[src/rtl/axis_link_credit_scheduler_if.sv]
// ---------------------------------------------------------------------------
// axis_link_credit_scheduler_if
// Groups the per-channel flit inputs, the shared output link and the credit
// return / status signals of the credit scheduler into one bundle.
//   ch_valid_i / ch_ready_o / ch_data_i : per-channel upstream flit handshake
//   out_valid_o / out_ready_i           : shared link handshake
//   out_data_o / out_idx_o              : link payload and granted channel
//   credit_ret_i                        : one-cycle credit return pulses
//   credit_cnt_o / err_o                : credit counters, sticky overflow
// Modport "slave" is the scheduler's view, "master" is the environment's view.
// ---------------------------------------------------------------------------
interface axis_link_credit_scheduler_if #(
    parameter int NumChannels = 2,
    parameter int DataWidth   = 64,
    parameter int NumCredits  = 8
);
    localparam int CW = $clog2(NumCredits + 1);
    localparam int IW = $clog2(NumChannels);

    logic [NumChannels-1:0]                ch_valid_i;
    logic [NumChannels-1:0]                ch_ready_o;
    logic [NumChannels-1:0][DataWidth-1:0] ch_data_i;
    logic                                  out_valid_o;
    logic                                  out_ready_i;
    logic [DataWidth-1:0]                  out_data_o;
    logic [IW-1:0]                         out_idx_o;
    logic [NumChannels-1:0]                credit_ret_i;
    logic [NumChannels-1:0][CW-1:0]        credit_cnt_o;
    logic                                  err_o;

    modport slave (
        input  ch_valid_i, ch_data_i, out_ready_i, credit_ret_i,
        output ch_ready_o, out_valid_o, out_data_o, out_idx_o, credit_cnt_o, err_o
    );

    modport master (
        output ch_valid_i, ch_data_i, out_ready_i, credit_ret_i,
        input  ch_ready_o, out_valid_o, out_data_o, out_idx_o, credit_cnt_o, err_o
    );
endinterface

[src/rtl/axis_link_credit_scheduler.sv]
// ---------------------------------------------------------------------------
// axis_link_credit_scheduler
// Round-robin, credit-gated scheduler that multiplexes NumChannels flit
// channels onto one link. A channel is granted for up to BurstLen beats; each
// beat consumes one credit of that channel, credits come back via
// credit_ret_i pulses. One idle arbitration cycle separates grants.
// Ports:
//   clk_i : clock, rising edge
//   rst_i : asynchronous active-high reset
//   bus   : axis_link_credit_scheduler_if.slave (flit channels, link,
//           credit returns, credit counters, sticky overflow error)
// ---------------------------------------------------------------------------
module axis_link_credit_scheduler #(
    parameter int NumChannels = 2,
    parameter int DataWidth   = 64,
    parameter int NumCredits  = 8,
    parameter int BurstLen    = 4
) (
    input logic                          clk_i,
    input logic                          rst_i,
    axis_link_credit_scheduler_if.slave  bus
);
    localparam int CW = $clog2(NumCredits + 1);
    localparam int IW = $clog2(NumChannels);
    localparam int BW = $clog2(BurstLen + 1);

    typedef enum logic {
        IDLE,
        GRANT
    } state_e;

    state_e                         state_q, state_d;
    logic [IW-1:0]                  rrPtr_q, rrPtr_d;
    logic [IW-1:0]                  gntIdx_q, gntIdx_d;
    logic [BW-1:0]                  beatCnt_q, beatCnt_d;
    logic [NumChannels-1:0][CW-1:0] credit_q, credit_d;
    logic                           err_q, err_d;

    logic [NumChannels-1:0] eligible;
    logic                   pickFound;
    logic [IW-1:0]          pickIdx;
    int                     cand;
    logic                   gntCredOk;
    logic                   outValid;
    logic [NumChannels-1:0] chReady;
    logic                   beat;

    // Round-robin pick: first channel with valid data and a credit, scanning
    // upward from rrPtr_q and wrapping at NumChannels.
    always_comb begin
        pickFound = 1'b0;
        pickIdx   = '0;
        cand      = 0;
        for (int i = 0; i < NumChannels; i++) begin
            eligible[i] = bus.ch_valid_i[i] && (credit_q[i] != '0);
        end
        for (int k = 0; k < NumChannels; k++) begin
            cand = int'(rrPtr_q) + k;
            if (cand >= NumChannels) begin
                cand = cand - NumChannels;
            end
            if (!pickFound && eligible[cand]) begin
                pickFound = 1'b1;
                pickIdx   = IW'(cand);
            end
        end
    end

    // Grant FSM. The grant ends after the beat that completes the burst or
    // empties the credit, or on a cycle where the granted channel has no data.
    // Credit exhaustion is predicted from credit_q/credit_ret_i directly so
    // this block does not depend on the credit update logic.
    always_comb begin
        state_d   = state_q;
        rrPtr_d   = rrPtr_q;
        gntIdx_d  = gntIdx_q;
        beatCnt_d = beatCnt_q;
        outValid  = 1'b0;
        chReady   = '0;
        beat      = 1'b0;
        gntCredOk = credit_q[gntIdx_q] != '0;
        case (state_q)
            IDLE: begin
                if (pickFound) begin
                    gntIdx_d  = pickIdx;
                    beatCnt_d = '0;
                    state_d   = GRANT;
                end
            end
            GRANT: begin
                outValid          = bus.ch_valid_i[gntIdx_q] && gntCredOk;
                chReady[gntIdx_q] = bus.out_ready_i && gntCredOk;
                beat              = outValid && bus.out_ready_i;
                if (beat) begin
                    beatCnt_d = beatCnt_q + BW'(1);
                    if ((beatCnt_d == BW'(BurstLen)) ||
                        ((credit_q[gntIdx_q] == CW'(1)) && !bus.credit_ret_i[gntIdx_q])) begin
                        state_d = IDLE;
                    end
                end else if (!bus.ch_valid_i[gntIdx_q] || !gntCredOk) begin
                    state_d = IDLE;
                end
                if (state_d == IDLE) begin
                    rrPtr_d = (gntIdx_q == IW'(NumChannels - 1)) ? '0 : gntIdx_q + IW'(1);
                end
            end
            default: state_d = IDLE;
        endcase
    end

    // Credit counters: a return and a beat in the same cycle cancel out; a
    // return onto a full counter saturates and raises the sticky error.
    always_comb begin
        credit_d = credit_q;
        err_d    = err_q;
        for (int i = 0; i < NumChannels; i++) begin
            if (bus.credit_ret_i[i] && !(beat && (gntIdx_q == IW'(i)))) begin
                if (credit_q[i] == CW'(NumCredits)) begin
                    err_d = 1'b1;
                end else begin
                    credit_d[i] = credit_q[i] + CW'(1);
                end
            end else if (!bus.credit_ret_i[i] && beat && (gntIdx_q == IW'(i))) begin
                credit_d[i] = credit_q[i] - CW'(1);
            end
        end
    end

    always_ff @(posedge clk_i or posedge rst_i) begin
        if (rst_i) begin
            state_q   <= IDLE;
            rrPtr_q   <= '0;
            gntIdx_q  <= '0;
            beatCnt_q <= '0;
            err_q     <= 1'b0;
            for (int i = 0; i < NumChannels; i++) begin
                credit_q[i] <= CW'(NumCredits);
            end
        end else begin
            state_q   <= state_d;
            rrPtr_q   <= rrPtr_d;
            gntIdx_q  <= gntIdx_d;
            beatCnt_q <= beatCnt_d;
            err_q     <= err_d;
            credit_q  <= credit_d;
        end
    end

    assign bus.out_valid_o  = outValid;
    assign bus.ch_ready_o   = chReady;
    assign bus.out_data_o   = bus.ch_data_i[gntIdx_q];
    assign bus.out_idx_o    = gntIdx_q;
    assign bus.credit_cnt_o = credit_q;
    assign bus.err_o        = err_q;
endmodule

[src/flat_wrapper.sv]
// flat-port wrapper written by rule: the top's interface ports become plain ports
module axis_link_credit_scheduler_flat 
#(
    parameter int NumChannels = 2,
    parameter int DataWidth   = 64,
    parameter int NumCredits  = 8,
    parameter int BurstLen    = 4
)
  (clk_i, rst_i, bus_ch_valid_i, bus_ch_data_i, bus_out_ready_i, bus_credit_ret_i, bus_ch_ready_o, bus_out_valid_o, bus_out_data_o, bus_out_idx_o, bus_credit_cnt_o, bus_err_o);
  axis_link_credit_scheduler_if #(.NumChannels(NumChannels), .DataWidth(DataWidth), .NumCredits(NumCredits)) bus_i ();
  input logic clk_i;
  input logic rst_i;
  input wire logic [$bits(bus_i.ch_valid_i)-1:0] bus_ch_valid_i;
  input wire logic [$bits(bus_i.ch_data_i)-1:0] bus_ch_data_i;
  input wire logic [$bits(bus_i.out_ready_i)-1:0] bus_out_ready_i;
  input wire logic [$bits(bus_i.credit_ret_i)-1:0] bus_credit_ret_i;
  output wire logic [$bits(bus_i.ch_ready_o)-1:0] bus_ch_ready_o;
  output wire logic [$bits(bus_i.out_valid_o)-1:0] bus_out_valid_o;
  output wire logic [$bits(bus_i.out_data_o)-1:0] bus_out_data_o;
  output wire logic [$bits(bus_i.out_idx_o)-1:0] bus_out_idx_o;
  output wire logic [$bits(bus_i.credit_cnt_o)-1:0] bus_credit_cnt_o;
  output wire logic [$bits(bus_i.err_o)-1:0] bus_err_o;
  assign bus_i.ch_valid_i = bus_ch_valid_i;
  assign bus_i.ch_data_i = bus_ch_data_i;
  assign bus_i.out_ready_i = bus_out_ready_i;
  assign bus_i.credit_ret_i = bus_credit_ret_i;
  assign bus_ch_ready_o = bus_i.ch_ready_o;
  assign bus_out_valid_o = bus_i.out_valid_o;
  assign bus_out_data_o = bus_i.out_data_o;
  assign bus_out_idx_o = bus_i.out_idx_o;
  assign bus_credit_cnt_o = bus_i.credit_cnt_o;
  assign bus_err_o = bus_i.err_o;
  axis_link_credit_scheduler #(.NumChannels(NumChannels), .DataWidth(DataWidth), .NumCredits(NumCredits), .BurstLen(BurstLen)) u_core (.clk_i(clk_i), .rst_i(rst_i), .bus(bus_i));
endmodule
[config.mk]
export PLATFORM = sky130hd
export DESIGN_NAME = axis_link_credit_scheduler_flat
export DESIGN_NICKNAME = d
export VERILOG_FILES = /design/src/rtl/axis_link_credit_scheduler_if.sv /design/src/rtl/axis_link_credit_scheduler.sv /design/src/flat_wrapper.sv
export SDC_FILE = /design/constraint.sdc
export NUM_CORES = 1
export LEC_CHECK = 0
export CAP_MARGIN = 10
export CELL_PAD_IN_SITES_DETAIL_PLACEMENT = 0
export CELL_PAD_IN_SITES_GLOBAL_PLACEMENT = 1
export CORE_UTILIZATION = 20
export DETAILED_ROUTE_END_ITERATION = 8
export PLACE_DENSITY_LB_ADDON = 0.1
export SYNTH_ARGS = -nofsm -noshare
export SYNTH_HDL_FRONTEND = slang
export SYNTH_SLANG_ARGS = --single-unit
export TNS_END_PERCENT = 50
[constraint.sdc]
create_clock -name clk_i -period 5.3 [get_ports clk_i]
set_input_delay 1.06 -clock clk_i [delete_from_list [all_inputs] [get_ports clk_i]]
set_output_delay 1.06 -clock clk_i [all_outputs]
set_load 0.1 [all_outputs]
* Word-level counts from Yosys, hierarchy flattened *
Index checks and enable logic that the tools add are counted.
Widths: inputs -> output; s select.

word-level totals
  logic and storage cells = 115
  register bits = 15
  output and inout port bits = 77
  input bits = 135

cells by class
  eq/ne operators = 8
  reductions and logical operators = 36
  bitwise operators = 4
  add/sub/neg operators = 9
  $lt $le $gt $ge = 6
  mux-type cells = 45

operator list
  operator               count
  $mux 64                2
  $lt 32x3->1 const B    2
  $mux 32                2
  $ge 32x3->1 const B    1
  $mux 4                 8
  $sub 32x3->32 const B  1
  $mux 1                 27
  $logic_and 1x1->1      16
  $reduce_bool 4->1      3
  $reduce_and 2->1       5
  $add 4x1->4 const B    2
  $eq 4x4->1 const B     2
  $logic_not 1->1        8
  $sub 4x1->4 const B    2
  $mux 3                 2
  $ne 2x2->1 const B     3
  $pmux 3 s2             1
  $eq 4x1->1 const B     1
  $reduce_bool 2->1      2
  $add 3x1->3 const B    1
  $eq 3x3->1 const B     1
  $not 1->1              3
  $sub 1x2->3 const B    1
  $add 1x1->2 const B    1
  other kinds (10)       11

* Logic depth before layout (Yosys ltp) *
Gate-level depths: netlist (run 1).

  word-level depth = 12
  mapped depth = 9
  gate-level depth less buffers = 8

* Worst setup path before layout (run 1) *
No wires, ideal clock.

  kind = flip-flop to output port
  start point = register u_core.gntIdx_q (netlist: u_core.bus.out_idx_o)
  end point = output port bus_ch_ready_o[1]
  buffers on the path = 3
  data required time = 4,240 ps
  data arrival time = 3,807 ps
  slack = 433 ps
  stages on the path, launching flop included = 6
  cells stage by stage = dfrtp_1 > buf_6 > buf_2 > buf_2 > inv_1 > nor3_1

between the ends
  word-level cells in the longest chain between the ends = 6
  elaborated cells on any way between the ends = 11
  classes of those cells = 2 x order compare; 5 x mux; 1 x bitwise; 3 x reduce/logical

ends and longest elaborated chain
  item                                                                      line                                                                text
  start, declared                                                           axis_link_credit_scheduler.sv:34                                    logic [IW-1:0] gntIdx_q, gntIdx_d;
  start signal, assigned                                                    axis_link_credit_scheduler.sv:142                                   gntIdx_q <= gntIdx_d;
  $lt 1x2->1 (implied by the code) (tied with other cells)                  axis_link_credit_scheduler.sv:92                                    chReady[gntIdx_q] = bus.out_ready_i && gntCredOk;
  $logic_and 1x1->1 / $mux 4 (equally long branches)                        axis_link_credit_scheduler.sv:92, axis_link_credit_scheduler.sv:81
  $mux 1 (implied by the code) / $reduce_bool 4->1 (equally long branches)  axis_link_credit_scheduler.sv:92, axis_link_credit_scheduler.sv:81
  $demux 1 s1 / $logic_and 1x1->1 (equally long branches)                   n/a
  $and 2x2->2 (no source line) *                                            n/a
  $mux 2 *                                                                  axis_link_credit_scheduler.sv:82                                    case (state_q)
  end, declared                                                             flat_wrapper.sv:17                                                  output wire logic [$bits(bus_i.ch_ready_o)-1:0] bus_ch_ready_o;

Every way passes the cells marked *; elsewhere a longest branch is shown, timed or not. The select of a mux whose other input is x is not followed.

* Worst setup path in the final report (run 1) *
  start point = register u_core.gntIdx_q (netlist: u_core.bus.out_idx_o)
  end point = output port bus_out_data_o[7]

between the ends
  word-level cells in the longest chain between the ends = 2

ends and longest elaborated chain
  item                                        line                               text
  $mux 64 (implied by the code) (2 in a row)  axis_link_credit_scheduler.sv:151  assign bus.out_data_o = bus.ch_data_i[gntIdx_q];
  end, declared                               flat_wrapper.sv:19                 output wire logic [$bits(bus_i.out_data_o)-1:0] bus_out_data_o;

No other way between the ends. The select of a mux whose other input is x is not followed.

==> impl_results.md, run 1 <==
* Outcome: finished clean
* RSZ-0062 raised after global routing: false
* Utilization after layout at between 40% and 50%
* Finish-stage setup viols at 0
* Hold Path Cell Cnt at 2
* WP data required at between 4 and 5 ns
* Area grow syn2layout at 118%
* Die H at 100 um
* Synth Area in XOR/XNOR at around 1.4%
* 1st-pass router iterations at 4
* CP Data Arrival Time at between 2 and 3 ns
* Worst hold-check path type: flip-flop to flip-flop
* Skew-Pair Late Insertion Delay at between 0.2 and 0.3 ns
* Syn Nets at ~330
* Synth warn at 0
* Postcts setup bufs at 0
* Hpwl dp at around 7600 um
* CP Class: flip-flop to primary output
* Peak Freq at around 250 MHz
* Register area share after synthesis at between 10% and 20%
* Synth Area in Simple Gates at around 11%
* Slew HR at between 20% and 30%
* Starting Density at between 20% and 30%
* CP Launch Type: flip-flop
* Max Cap Viol at 0
* Max clock buf depth at 2
* H-tree levels at 1
* DRT iter0 DRCs at 43
* Crit-path max FO at 42
* Cells on worst reg2reg path at 9
* Nets at approximately 530
* # diodes at 0
* Final Hold Viols at 0
* Cells after Synth at approximately 180
* Via count at between 2,000 and 2,500
* Layout cells sized above 1 at between 20% and 30%
* CTS tree: done
* Number of port buffers at approximately 210
* Global-route wire length before repair at between 10,000 and 15,000 um
* Tmin final at approximately 3.9 ns
* CTS sink cnt at 15
* Cell area after synthesis at about 1900 um2
* Core ar. at 9280 um2
* Die X at roughly 100 um
* Cts bufs inserted at 3
* Initial antenna violation count at 0
* Vias in the first global route at about 2,300
* Vias per inst at around 4.4
* Crit share post-route at between 70% and 80%
* Reg clk slew, reported paths at around 0.06 ns
* RePlAce Congestion at roughly 0.80
* Largest net degree at the start of global routing at 43
* Die Area at around 10,000 um2
* Hold buffer count at cts at 0
* Total track usage at ~17%
* CP Capture Type: primary output
* Main synth FF type: dfrtp_1
* Filler cells at just over 900
* CTS root buf: clkbuf_8
* Netlist cell types at 56
* Worst-Margin Slew at around 1.1 ns
* GRT overflow at 0
* Max-slew violations at 0
* Post-synth EDFFs at 0
* Residual DRC at 0
* IO Count at around 210
* Adder-Cell Fraction of Synth Area at 5.96%
* DRT Wirelength at 8960 um
* Avg Cell Area, Syn at between 10 and 15 um2
* Asr flop ratio synth at 100%
* # resized after CTS at 0
* # rows at 35
* Mux cell area share after synthesis at between 40% and 50%
* Compound-Gate Fraction of Synth Area at 14.0%
* Largest family of logic cells by synthesized area: multiplexers
* DRT antenna net count at 0
* TNS Setup at 0 ns
* WL/cell at ~17 um
* Clock skew at roughly 0.0026 ns
* Yosys reg bits at 15
[synthesized netlist by cell type, types with 2 or more instances]
cell	count	area [um2]
buf_2	4	20.0
buf_6	2	22.5
dfstp_2	2	52.6
a21o_1	2	15.0
mux2_2	65	732
fa_1	2	40.0
nor3_1	2	10.0
inv_1	6	22.5
xor2_1	2	17.5
o21ai_0	7	35.0
mux2i_1	6	60.1
mux2_4	2	30.0
ha_1	6	75.1
nand2_1	9	33.8
o21a_1	2	15.0
o211ai_1	3	22.5
clkbuf_1	5	18.8
and2_1	2	12.5
a21oi_1	3	15.0
dfrtp_1	13	325
nor2_1	4	15.0
[logic make-up after synthesis]
kind of cell               after synthesis
DFF                                     15
AOI/OAI and AO/OA                       34
adders and majority gates                8
muxes                                   74
buffers and inverters                   18
and+or+nand+nor                         32
xor gates and xnor gates                 3
[layout by cell type, fill, tap and decap left out, drive strengths merged, types with 2 or more instances in the layout]
| cell | netlist | final |
|---|---|---|
| ha | 6 | 6 |
| clkdlybuf4s50 | 0 | 208 |
| o211ai | 3 | 3 |
| nor2 | 4 | 4 |
| clkbuf | 5 | 4 |
| buf | 6 | 4 |
| nor4b | 2 | 2 |
| nand2 | 9 | 9 |
| and2 | 2 | 2 |
| o21ai | 8 | 8 |
| nor4 | 2 | 2 |
| nand4 | 2 | 2 |
| mux2 | 68 | 68 |
| a21o | 2 | 2 |
| a21oi | 3 | 3 |
| mux2i | 6 | 6 |
| inv | 7 | 7 |
| dfrtp | 13 | 13 |
| xor2 | 2 | 2 |
| dfstp | 2 | 2 |
| fa | 2 | 2 |
| o21a | 2 | 2 |
| o32a | 2 | 2 |
| nor3 | 2 | 2 |
[sequential cells by signal, summed over array words and instances, names as in the netlist]
| register | cells |
|---|---|
| u_core.rrPtr_q | 1 |
| u_core.bus.err_o | 1 |
| u_core.beatCnt_q | 3 |
| u_core.bus.credit_cnt_o | 8 |
| u_core.bus.out_idx_o | 1 |
| u_core.state_q | 1 |
[final cells by class]
| class | count | area, um2 | share of cell area, % |
|---|---|---|---|
| multi-input combinational | 151 | 1470 | 34.9 |
| inverter | 7 | 26.3 | 0.625 |
| tap | 129 | 161 | 3.84 |
| sequential | 15 | 379 | 9.02 |
| timing repair buffer | 212 | 2120 | 50.6 |
| clock buffer | 4 | 45.0 | 1.07 |
[final timing paths]
path / from / end / slack [ns]
max: u_core.bus.out_idx_o / bus_out_data_o[7] / 1.36
min: u_core.bus.err_o / u_core.bus.err_o / 0.49
max reg2reg: u_core.bus.out_idx_o / u_core.bus.credit_cnt_o[7] / 1.55
min reg2reg: u_core.bus.err_o / u_core.bus.err_o / 0.49
max in group asynchronous: rst_i / u_core.bus.out_idx_o / 3.68
min in group asynchronous: rst_i / u_core.bus.credit_cnt_o[1] / 1.19
[worst max-delay path, stage by stage, from the launching register on]
cell and delay (ns):
dfrtp_2 0.89, buf_12 0.32, mux2_2 0.37, clkdlybuf4s50_1 0.99
[stage by stage]
step	instance area [um2]	setup slack, ns	hold WS (ns)	std cells
floorplan	1930	0.433	0.455	184
global placement	4160	1.41	0.475	514
detailed placement	4160	1.39	0.482	514
CTS	4200	1.33	0.490	518
global route	4200	1.24	0.524	518
finish	4200	1.36	0.489	518
[routing by layer]
metal / routed length [um] / vias up / share of wire, % / GRT usage [%]
li1: - / 1113 / - / -
met1: 3160 / 1073 / 35 / 17.5
met2: 5100 / 111 / 57 / 34.1
met3: 677 / 2 / 7.6 / 3.69
met4: 21 / 0 / 0.23 / 2.01
met5: 0 / - / 0 / 0
Power of run 1 is not shown: default switching activity piles up to over one toggle a cycle in this logic, so the estimate is an artifact.
==> run 2: changes to the inputs <==
--- a/config.mk
+++ b/config.mk
@@ -8,7 +8,7 @@
 export CAP_MARGIN = 10
 export CELL_PAD_IN_SITES_DETAIL_PLACEMENT = 0
 export CELL_PAD_IN_SITES_GLOBAL_PLACEMENT = 1
-export CORE_UTILIZATION = 20
+export CORE_UTILIZATION = 19
 export DETAILED_ROUTE_END_ITERATION = 8
 export PLACE_DENSITY_LB_ADDON = 0.1
 export SYNTH_ARGS = -nofsm -noshare
==> constraint.sdc (replaced) <==
create_clock -name clk_i -period 3.75 [get_ports clk_i]
set_input_delay 0.75 -clock clk_i [delete_from_list [all_inputs] [get_ports clk_i]]
set_output_delay 0.75 -clock clk_i [all_outputs]
set_load 0.1 [all_outputs]
==> impl_results.md, run 2 (synthesis results as in run 1) <==
* Tmin final at around 3.1 ns
* Outcome: finished clean
* Commonest non-fill, non-tap cell in the layout: clkdlybuf4s50_1
* RePlAce Congestion at 0.794 (-0.77%)
* H-tree levels at 1 (unchanged)
* Nets at 533 (unchanged)
* Residual DRC at 0 (unchanged)
* Reg clk slew, reported paths at 0.07 ns (about the same)
* Postcts setup bufs at 0 (unchanged)
* Layout cells sized above 1 at 39.8% (+18 points)
* CP Launch Type: flip-flop
* WHS at 0.486 ns (-0.00213 ns)
* Setup crit start: u_core.bus.out_idx_o
* Worst hold-check path type: flip-flop to flip-flop
* Peak Freq at around 320 MHz
* Finish-stage setup viols at 0 (unchanged)
* Core ar. at 9820 um2 (+5.8%)
* Crit path cell chain: buf_4 > mux2_2 > nand2_1 > nor2_1 > buf_4
* # resized after CTS at 0 (unchanged)
* Filler cells at 995 (+7.3%)
* Crit-path max FO at 69 (+64%)
* Max Cap Viol at 0 (unchanged)
* Buf/Inv on CP at 2 (unchanged)
* CP Class: flip-flop to primary output
* CTS sink cnt at 15 (unchanged)
* Cts bufs inserted at 3 (unchanged)
* Die H at 103 um (+2.5%)
* Largest net degree at the start of global routing at 70 (+63%)
* CP Data Arrival Time at 2.33 ns (-0.55 ns)
* CP peak stage delay at 0.71 ns (-0.28 ns)
* CP Capture Type: primary output
* Die Area at 10,600 um2 (+5.2%)
* # rows at 36 (+2.9%)
* WL/cell at 15.2 um (-12%)
* Most frequent CP cell: buf_4
* Via count at 2,356 (+2.5%)
* Max clock buf depth at 2 (unchanged)
* Die X at 103 um (+2.5%)
* IO Count at 212 (unchanged)
* Area grow syn2layout at 109%
* DRT Wirelength at 7930 um (-11%)
* Slew HR at 33.4% (+3.9 points)
* Placed standard-cell area at 4000 um2 (-3.9%)
* DRT antenna net count at 0 (unchanged)
* Global-route wire length before repair at 10,700 um (-16%)
* Worst-Margin Slew at 0.996 ns (-0.0577 ns)
* Initial antenna violation count at 0 (unchanged)
* Skew-Pair Late Insertion Delay at 0.25 ns (about the same)
* R2r startpoint: u_core.bus.credit_cnt_o[1]
* Clock skew at 0.00625 ns (+0.00368 ns)
* CTS tree: done
* Commonest cells after routing, fill and taps aside: clkdlybuf4s50_1 (140), buf_4 (71), mux2_2 (65), dfrtp_1 (12), nand2_1 (9)
* WP data required at 3.00 ns (-1.24 ns)
* RSZ-0062 raised after global routing: false
* GRT overflow at 0 (unchanged)
* 1st-pass router iterations at 4 (unchanged)
* # diodes at 0 (unchanged)
* Starting Density at 19.7% (-1.1 points)
* Finished Cell Area at 4040 um2 (-3.8%)
* Vias per inst at 4.51 (+1.7%)
* Max-slew violations at 0 (unchanged)
* Final Hold Viols at 0 (unchanged)
* Hold path startpoint: u_core.beatCnt_q[0]
* Total track usage at 13.3% (-3.4 points)
* Number of port buffers at 211 (unchanged)
* Max reg flops at 8 (unchanged)
* DRT iter0 DRCs at 64 (+49%)
* Worst path slowest cell: buf_4
* CTS root buf: clkbuf_8
* Hpwl dp at 6600 um (-13%)
* Crit share post-route at 82.2%
* CP delay by family, top: buffers and inverters
* Hold buffer count at cts at 0 (unchanged)
* Vias in the first global route at 2,138 (-7.3%)
==> run 2: cell types whose count changed in the layout (fill, tap and decap cells not counted) <==
cell	change
clkdlybuf4s50_1	-68
nor3_2	+1
buf_4	+68
nor3_1	-1
==> run 2: final cells by class <==
cell class / instances / area (um2) / share of cell area [%]
sequential: 15 / 379 / 9.38
tap: 133 / 166 / 4.12
multi-input combinational: 151 / 1470 / 36.4
inverter: 7 / 26.3 / 0.650
timing repair buffer: 212 / 1950 / 48.4
clock buffer: 4 / 45.0 / 1.11
==> run 2: per-layer routing <==
metal | track usage (%) | part of all wire [%]
met1 | 14.4 | 37
met2 | 25.8 | 51
met3 | 3.86 | 11
met4 | 1.95 | 0.37
met5 | 0 | 0
==> run 2: final timing paths <==
check | slack, ns | endpoint | cells after the start
setup reg to reg | 0.73 | u_core.bus.credit_cnt_o[7] | 8
setup / recovery | 0.67 | bus_out_valid_o | 5
hold reg to reg | 0.49 | u_core.beatCnt_q[0] | 1
max in group asynchronous | 2.42 | u_core.bus.out_idx_o | 2
hold / removal | 0.49 | u_core.beatCnt_q[0] | 1
min in group asynchronous | 0.88 | u_core.rrPtr_q | 2
==> run 2: metrics by stage <==
stage / setup WS [ns] / cells / utilization (%) / setup TNS, ns
floorplan: -0.663 / 184 / - / -0.663
global placement: 0.546 / 518 / 40.7 / 0
detailed placement: 0.465 / 518 / 40.7 / 0
CTS: 0.629 / 522 / 41.2 / 0
global route: 0.503 / 522 / 41.2 / 0
finish: 0.668 / 522 / 41.2 / 0
Power of run 2 is left out for the same reason.
==> run 3: changes to the inputs <==
--- a/config.mk
+++ b/config.mk
@@ -8,7 +8,7 @@
 export CAP_MARGIN = 10
 export CELL_PAD_IN_SITES_DETAIL_PLACEMENT = 0
 export CELL_PAD_IN_SITES_GLOBAL_PLACEMENT = 1
-export CORE_UTILIZATION = 19
+export CORE_UTILIZATION = 17
 export DETAILED_ROUTE_END_ITERATION = 8
 export PLACE_DENSITY_LB_ADDON = 0.1
 export SYNTH_ARGS = -nofsm -noshare
==> constraint.sdc (replaced) <==
create_clock -name clk_i -period 2.8 [get_ports clk_i]
set_input_delay 0.56 -clock clk_i [delete_from_list [all_inputs] [get_ports clk_i]]
set_output_delay 0.56 -clock clk_i [all_outputs]
set_load 0.1 [all_outputs]
==> impl_results.md, run 3 (synthesis results as in run 1) <==
* Vias per inst at 4.47 (-0.93%)
* Switching Share at approximately three fifths
* Die H at 109 um (+5.6%)
* Filler cells at 1,041 (+4.6%)
* CP delay by family, top: compound AO/OA/AOI/OAI gates
* Starting Density at 17.7% (-2.0 points)
* # resized after CTS at 0 (unchanged)
* CP Data Arrival Time at 2.75 ns (+0.42 ns)
* CTS root buf: clkbuf_16
* Postcts setup bufs at 0 (unchanged)
* Max clock buf depth at 2 (unchanged)
* Area grow syn2layout at 161%
* Die Area at 11,800 um2 (+12%)
* CP Capture Type: flip-flop
* Slew HR at 57.3% (+24 points)
* Combinational fraction of design power at approximately 87%
* Hold path startpoint: u_core.beatCnt_q[0]
* Reg clk slew, reported paths at 0.05 ns (-0.02 ns)
* Outcome: finished clean
* Worst hold-check path type: flip-flop to flip-flop
* Power Total at 0.00682 W
* Via count at 2,419 (+2.7%)
* Finish-stage setup viols at 0 (unchanged)
* Flop pwr share at 8.5%
* VDD IR max at slightly above 0.0008 V
* Clock power frac at approximately 4.2%
* Largest net degree at the start of global routing at 45 (-36%)
* # rows at 38 (+5.6%)
* CP Class: input port to flip-flop
* RePlAce Congestion at 0.752 (-5.4%)
* CP Launch Type: input port
* Number of port buffers at 211 (unchanged)
* Peak Freq at around 390 MHz
* Hpwl dp at 7560 um (+14%)
* CTS sink cnt at 15 (unchanged)
* Crit-path max FO at 3 (-96%)
* DRT antenna net count at 0 (unchanged)
* DRT iter0 DRCs at 45 (-30%)
* 1st-pass router iterations at 4 (unchanged)
* Clock skew at 0.000751 ns (-0.00550 ns)
* Commonest non-fill, non-tap cell in the layout: clkdlybuf4s50_1
* Tmin final at approximately 2.6 ns
* GRT overflow at 0 (unchanged)
* Instance count on the critical path at 9 (+4)
* Cells on worst reg2reg path at 8 (unchanged)
* TNS Setup at 0 ns (unchanged)
* R2r startpoint: u_core.bus.credit_cnt_o[1]
* Crit path cell chain: clkdlybuf4s50_1 > nand4b_1 > a22o_1 > inv_2 > ha_1 > a21o_1 > a2111o_1 > o32a_1 > xnor2_1
* H-tree levels at 1 (unchanged)
* Vias in the first global route at 2,562 (+20%)
* Power Dens Cells at between 1000 and 1500 nW/um2
* Setup crit start: bus_out_ready_i
* CP endpoint: u_core.bus.credit_cnt_o[3]
* Leakage Power at roughly 2.0 nW
* Layout cells sized above 1 at 45.1% (+5.3 points)
* Max reg flops at 8 (unchanged)
* Initial antenna violation count at 0 (unchanged)
* # diodes at 0 (unchanged)
* CP peak stage delay at 0.56 ns (-0.15 ns)
* Max-slew violations at 0 (unchanged)
* Skew-Pair Late Insertion Delay at 0.25 ns (about the same)
* Max Cap Viol at 0 (unchanged)
* RSZ-0062 raised after global routing: false
* Hold buffer count at cts at 0 (unchanged)
* Core ar. at 10,900 um2 (+11%)
* Internal Power at 0.00272 W
* Worst-Margin Slew at 0.632 ns (-0.364 ns)
* Final Hold Viols at 0 (unchanged)
* Crit share post-route at about 92%
* Worst path slowest cell: clkdlybuf4s50_1
* Total track usage at 14.1% (+0.79 points)
* Commonest cells after routing, fill and taps aside: clkdlybuf4s50_1 (134), buf_12 (68), mux2_2 (65), buf_4 (22), nand2_1 (9)
* IO Count at 212 (unchanged)
* WL/cell at 16.2 um (+6.7%)
* CTS tree: done
* R2R setup slack at 0.27 ns (-0.46 ns)
* Buf/Inv on CP at 2 (unchanged)
* Die X at 109 um (+5.6%)
* Global-route wire length before repair at 12,700 um (+18%)
* DRT Wirelength at 8770 um (+11%)
* WP data required at 2.98 ns (-0.02 ns)
* Nets at 545 (+2.3%)
* Psw at 0.00410 W
* Cts bufs inserted at 3 (unchanged)
* R2r endpoint: u_core.bus.credit_cnt_o[7]
* Residual DRC at 0 (unchanged)
==> run 3: final cells by class <==
cell class | count | area, um2 | area share [%]
Sequential cell | 15 | 397 | 7.88
Timing Repair Buffer | 224 | 2870 | 57.0
Multi-Input combinational cell | 151 | 1490 | 29.6
Tap cell | 140 | 175 | 3.48
Clock buffer | 4 | 78.8 | 1.57
Inverter | 7 | 26.3 | 0.522
==> run 3: how the worst min path moves through the flow <==
stage                          endpoint  slack (ns)  depth (start not counted)
floorplan           u_core.beatCnt_q[0]        0.45                          1
global placement    u_core.beatCnt_q[0]        0.48                          1
detailed placement  u_core.beatCnt_q[0]        0.49                          1
CTS                 u_core.beatCnt_q[0]        0.49                          1
global route        u_core.beatCnt_q[0]        0.51                          1
finish              u_core.beatCnt_q[0]        0.48                          1
==> run 3: worst register-to-register path: stages, from the launching register on <==
cell      delay, ns
dfrtp_2        0.48
nor4_4         0.43
o21a_1         0.21
o21ai_0        0.13
buf_4          0.17
ha_1           0.31
a21oi_1        0.28
a31oi_1        0.13
a221oi_1       0.31
==> run 3: power by group through the flow <==
stage | Combinational, W | Sequential, W | Clock, W
after floorplan | 0.00349 | 0.00103 | 0
after global placement | 0.00599 | 0.000579 | 0
after detailed placement | 0.00599 | 0.000582 | 0
after CTS | 0.00601 | 0.000580 | 0.000291
after global routing | 0.00615 | 0.000606 | 0.000301
final | 0.00595 | 0.000578 | 0.000287
==> run 3: through the flow <==
| stage | instances | setup WS (ns) | util [%] | instance area [um2] | hold WS [ns] |
|---|---|---|---|---|---|
| finish | 541 | 0.222 | 46.0 | 5030 | 0.484 |
| global route | 541 | 0.110 | 46.0 | 5030 | 0.507 |
| floorplan | 184 | -0.0412 | - | 1970 | 0.455 |
| CTS | 541 | 0.182 | 46.0 | 5030 | 0.492 |
| global placement | 537 | -0.0182 | 45.3 | 4960 | 0.478 |
| detailed placement | 537 | -0.0336 | 45.3 | 4960 | 0.485 |
==> run 3: routing by layer <==
layer	vias up	share of wire, %	global-route usage (%)
met3	5	11	5.42
met4	0	0.65	2.61
met2	132	54	26.4
li1	1140	-	-
met5	-	0	0
met1	1142	35	14.8
No activity file was read; power rests on OpenSTA's default activity.
